[src/rtl/first_nios2_system_avm_read_unit.sv]
// rtl/first_nios2_system_avm_read_unit.sv - single Avalon-MM read with stall timeout and fixed latency
module first_nios2_system_avm_read_unit #(
    parameter int READ_LATENCY   = 0,
    parameter int TIMEOUT_CYCLES = 255
) (
    input  logic        clk_i,
    input  logic        rst_i,
    input  logic        req_i,
    input  logic        lat_i,
    input  logic        waitrequest_i,
    input  logic [31:0] readdata_i,
    output logic        read_o,
    output logic        accepted_o,
    output logic        data_valid_o,
    output logic        timed_out_o,
    output logic [31:0] data_o
);

    localparam logic        ZERO_LAT  = (READ_LATENCY == 0);
    localparam logic [15:0] WAIT_LAST = 16'(TIMEOUT_CYCLES - 1);
    localparam logic [1:0]  LAT_LAST  = 2'((READ_LATENCY > 0) ? READ_LATENCY - 1 : 0);

    logic [15:0] wait_q, wait_d;
    logic [1:0]  lat_q, lat_d;

    assign read_o      = req_i;
    assign accepted_o  = req_i & ~waitrequest_i;
    // Timeout fires on the edge where the stall count would reach the limit.
    assign timed_out_o = req_i & waitrequest_i & (wait_q >= WAIT_LAST);
    assign data_o      = readdata_i;

    always_comb begin
        data_valid_o = 1'b0;
        if (ZERO_LAT) begin
            data_valid_o = accepted_o;
        end else begin
            data_valid_o = lat_i & (lat_q == LAT_LAST);
        end
    end

    always_comb begin
        wait_d = 16'd0;
        if (req_i && waitrequest_i) begin
            wait_d = (wait_q == 16'hFFFF) ? wait_q : wait_q + 16'd1;
        end
    end

    always_comb begin
        lat_d = 2'd0;
        if (lat_i) begin
            lat_d = (lat_q == 2'd3) ? lat_q : lat_q + 2'd1;
        end
    end

    always_ff @(posedge clk_i or posedge rst_i) begin
        if (rst_i) begin
            wait_q <= 16'd0;
            lat_q  <= 2'd0;
        end else begin
            wait_q <= wait_d;
            lat_q  <= lat_d;
        end
    end

endmodule

[config.mk]
export PLATFORM = sky130hd
export DESIGN_NAME = first_nios2_system_avm_read_unit
export DESIGN_NICKNAME = d
export VERILOG_FILES = /design/src/rtl/first_nios2_system_avm_read_unit.sv
export SDC_FILE = /design/constraint.sdc
export NUM_CORES = 1
export LEC_CHECK = 0
export ABC_CLOCK_PERIOD_IN_PS = 5400
export CAP_MARGIN = 0
export CORE_ASPECT_RATIO = 0.9
export CORE_MARGIN = 2
export CORE_UTILIZATION = 39
export DETAILED_ROUTE_END_ITERATION = 10
export PLACE_DENSITY = 0.85
export RECOVER_POWER = 100
export SLEW_MARGIN = 10
export SYNTH_ARGS = -nofsm -noshare
export SYNTH_HDL_FRONTEND = slang
export SYNTH_SLANG_ARGS = --single-unit
[constraint.sdc]
create_clock -name clk_i -period 5.4 [get_ports clk_i]
set_clock_uncertainty 0.15 [all_clocks]
set_input_delay 1.08 -clock clk_i [delete_from_list [all_inputs] [get_ports clk_i]]
set_output_delay 1.08 -clock clk_i [all_outputs]
set_load 0.02 [all_outputs]
* After elaboration in Yosys (flattened, before gate mapping)
Index checks and enable logic that the tools add are counted.
Word-level totals: output and inout bits 36, input port bits 37, word-level logic and storage cells 12, flip-flop bits (word level) 16
Cells by class: add/sub/neg operators 1, mux-type cells 2, bitwise logic cells 4, $lt $le $gt $ge 1, reductions and logical operators 1, eq/ne operators 2
Operators with widths (number):
- two-way mux 16 bit | 2
- adder 16 x 1 -> 16 bit (second input constant) | 1
- == test 16 bit (second input constant) | 1
- >= comparator 16 x 8 -> 1 bit (second input constant) | 1
- bitwise AND 1 bit | 3
- != test 2 bit (second input constant) | 1
- logical AND 1 bit | 1
- inverter 1 bit | 1

* Logic depth before layout (Yosys ltp)
depth in word-level cells 3, depth in mapped cells 5, mapped depth without buffers 5

* Worst setup path after synthesis
Ideal clock, no wire load.
kind input port to output port, start point in waitrequest_i, end point out timed_out_o, setup slack 2369 ps, stages 3, data required time 4170 ps, arrival 1801 ps, cell sequence nand2_1 > clkbuf_1 > a31oi_1
On the way: cells in the longest elaborated chain, start to end 2
RTL lines:
- start, declared | line 10 | input logic waitrequest_i,
- bitwise AND 1 bit (2 in series) | line 29 | assign timed_out_o = req_i & waitrequest_i & (wait_q >= WAIT_LAST);
- end, declared | line 15 | output logic timed_out_o,
Every way passes these cells.

* Final worst setup path
start point in req_i, end point out timed_out_o
On the way: cells in the longest elaborated chain, start to end 2
RTL lines:
- start, declared | line 8 | input logic req_i,
- bitwise AND 1 bit (2 in series) | line 29
Every way passes these cells.

==> impl_results.md <==
* Arrival time worst endpoint at ~3.0 ns
* Mapped Avg Cell Area at between 8 and 9 µm²
* Setup bufs post-CTS at 0
* Initial DRC Count at 17
* H-tree Lvls at 1
* Worst path required time at 4.17 ns
* Share of the synthesized area in the top cell type at approximately a third
* Tmin final at about 4.2 ns
* Layout fillers at just under 300
* Layout cells sized above 1 at under 10%
* Sequential share of the synthesized area at 34.4%
* RSZ-0062 raised after global routing: no
* Via count at around 840
* Port buffer count at 7
* Total clock buffers created by CTS at 3
* Chip width at between 60 and 70 µm
* Synth warn at 0
* Die ar. at approximately 3400 µm²
* Die height at between 50 and 60 µm
* Routed Antenna Nets at 0
* Synthesized area at 1160 µm²
* First-pass GRT wire length at around 3.6 mm
* Post-Syn Instances at 131
* Slew headroom at between 50% and 60%
* Post-layout net count at between 100 and 150
* DR vias/cell at between 5 and 6
* Setup TNS at 0 ns
* Post-DP HPWL at 1.52 mm
* VDD IR max at around 79 µV
* Syn_nets at 170
* Setup crit end kind: output pin
* CTS root buffer: clkbuf_4
* Fin. Hold Viols at 0
* Pin count of the biggest net entering global routing at 17
* CTS Sinks at 16
* Max Root-Sink Buffers at 2
* # hold bufs at CTS at 0
* Design area at ~1100 µm²
* Seq cells post-synth at 16
* Clock transition at the registers of the reported paths at 0.10 ns
* Max reg flops at 16
* Crit Path Category: input pin to output pin
* Hold_ws at about 0.4 ns
* Synth-to-Final Area Change at -8.93%
* Measured slew at the worst slew-check pin at 0.660 ns
* Synth area leaders: dfrtp_1 34%, buf_4 22%, nor2_1 2.9%
* Drt drc at 0
* Gpl congestion at 0.818
* Crit start category: input pin
* Max Freq at about 0.24 GHz
* Post-synth ARST share at 100%
* Max Cap Viol at 0
* Crit-path max FO at 16
* Total Routing Usage GR at about 14%
* Post-synth EDFFs at 0
* Top Ports at 73
* Number of global-route vias before repair at 869
* Core Footprint at approximately 2800 µm²
* Post-CTS Resized at 0
* Pwr/cell area at 204 nW/µm²
* Initial antenna violation count at 0
* WL/cell at ~14 µm
* Clock Latency Late Sink at 0.30 ns
* Pins Over Slew Limit at 0
* Initial Util at 41.6%
* Worst hold path type: flip-flop to flip-flop
* GRT overflow at 0
* CTS tree: built
* Top flop regs: wait_q (16)
* P_leak at around 0.41 nW
* Final wirelength at between 2 and 2.5 mm
* Final Cycle Share at 78.3%
* Status: complete, no violations
* Netlist cell types at 34
* Post-synth top area cell: dfrtp_1
* Most used DFF post-synth: dfrtp_1
* Post-placement cell area at roughly 1000 µm²
* Ant diodes at 0
* R2R Setup Slk at 3.44 ns
* Final setup violation count at 0
* 1st-pass router iterations at 4
* FP Rows at 18
* Final Util at 37.9%
* Biggest register: wait_q
[per-layer routing]
metal | part of all wire, % | routed length (µm) | up-vias | track usage [%]
met2 | 51 | 1040 | 23 | 20.9
li1 | - | - | 397 | -
met5 | 0 | 0 | - | 0
met1 | 41 | 842 | 411 | 17.2
met3 | 6.6 | 136 | 7 | 2.56
met4 | 2.0 | 41 | 0 | 8.81
[cell type report]
class | instances | area [µm²] | area share (%)
tap | 40 | 50.0 | 4.73
multi-input combinational | 75 | 483 | 45.6
sequential | 16 | 400 | 37.8
clock buffer | 4 | 36.3 | 3.43
inverter | 4 | 15.0 | 1.42
timing repair buffer | 8 | 73.8 | 6.97
[final timing paths]
path                                             start                endpoint  depth (start not counted)
worst min-delay path            wait_q[11]$_DFFE_PP0P_  wait_q[11]$_DFFE_PP0P_                          1
worst min register to register  wait_q[11]$_DFFE_PP0P_  wait_q[11]$_DFFE_PP0P_                          1
worst max-delay path                             req_i             timed_out_o                          5
worst max register to register  wait_q[12]$_DFFE_PP0P_   wait_q[3]$_DFFE_PP0P_                          4
min in group asynchronous                        rst_i   wait_q[7]$_DFFE_PP0P_                          2
max in group asynchronous                        rst_i   wait_q[0]$_DFFE_PP0P_                          2
[placed cells by master, fill, tap and decap left out, types with 3 or more instances in the layout]
cell type,n
o21ai_0,4
nand3_1,5
nand2_1,4
o31ai_1,3
clkbuf_4,3
dlygate4sd3_1,6
or3_1,3
a21oi_1,6
nor3_1,5
inv_1,4
nand4_1,3
nor4_1,4
nor2_1,9
dfrtp_1,16
xnor2_1,3
a31oi_1,4
[per-stage QoR]
stage               cells  power (mW)  setup WS, ns
global placement      143       0.138          1.57
floorplan             131       0.166          2.37
detailed placement    143       0.138          1.55
finish                147       0.216          1.17
CTS                   147       0.220          1.54
global route          147       0.226          1.05
[report_power, final]
group / leakage (nW) / total (mW) / internal (mW) / switching, mW
clock network: 0.0210 / 0.0816 / 0.0411 / 0.0405
registers: 0.223 / 0.121 / 0.120 / 0.000918
logic: 0.164 / 0.0130 / 0.00468 / 0.00829
total: 0.408 / 0.216 / 0.166 / 0.0497
[cells by family (layout without fill, tap and decap cells)]
| group | after synthesis | after routing | share of synthesized area (%) |
|---|---|---|---|
| simple gates | 45 | 45 | 22.9 |
| flops | 16 | 16 | 34.4 |
| compound gates | 25 | 25 | 14.2 |
| buf+inv | 40 | 16 | 24.0 |
| xor+xnor | 3 | 3 | 2.26 |
| fa+ha+maj | 2 | 2 | 2.15 |
[critical path: stages]
cell and delay (ns):
dlygate4sd3_1 0.58, nand2_1 0.07, clkbuf_1 0.51, a31oi_1 0.08, dlygate4sd3_1 0.68
[synthesized netlist by cell type (4+ instances only)]
| cell | instances |
|---|---|
| a21oi_1 | 6 |
| a31oi_1 | 4 |
| buf_4 | 34 |
| dfrtp_1 | 16 |
| inv_1 | 4 |
| nand2_1 | 4 |
| nand3_1 | 5 |
| nor2_1 | 9 |
| nor3_1 | 5 |
| nor4_1 | 4 |
| o21ai_0 | 4 |
Note: power is estimated with default switching activity, not from simulation.
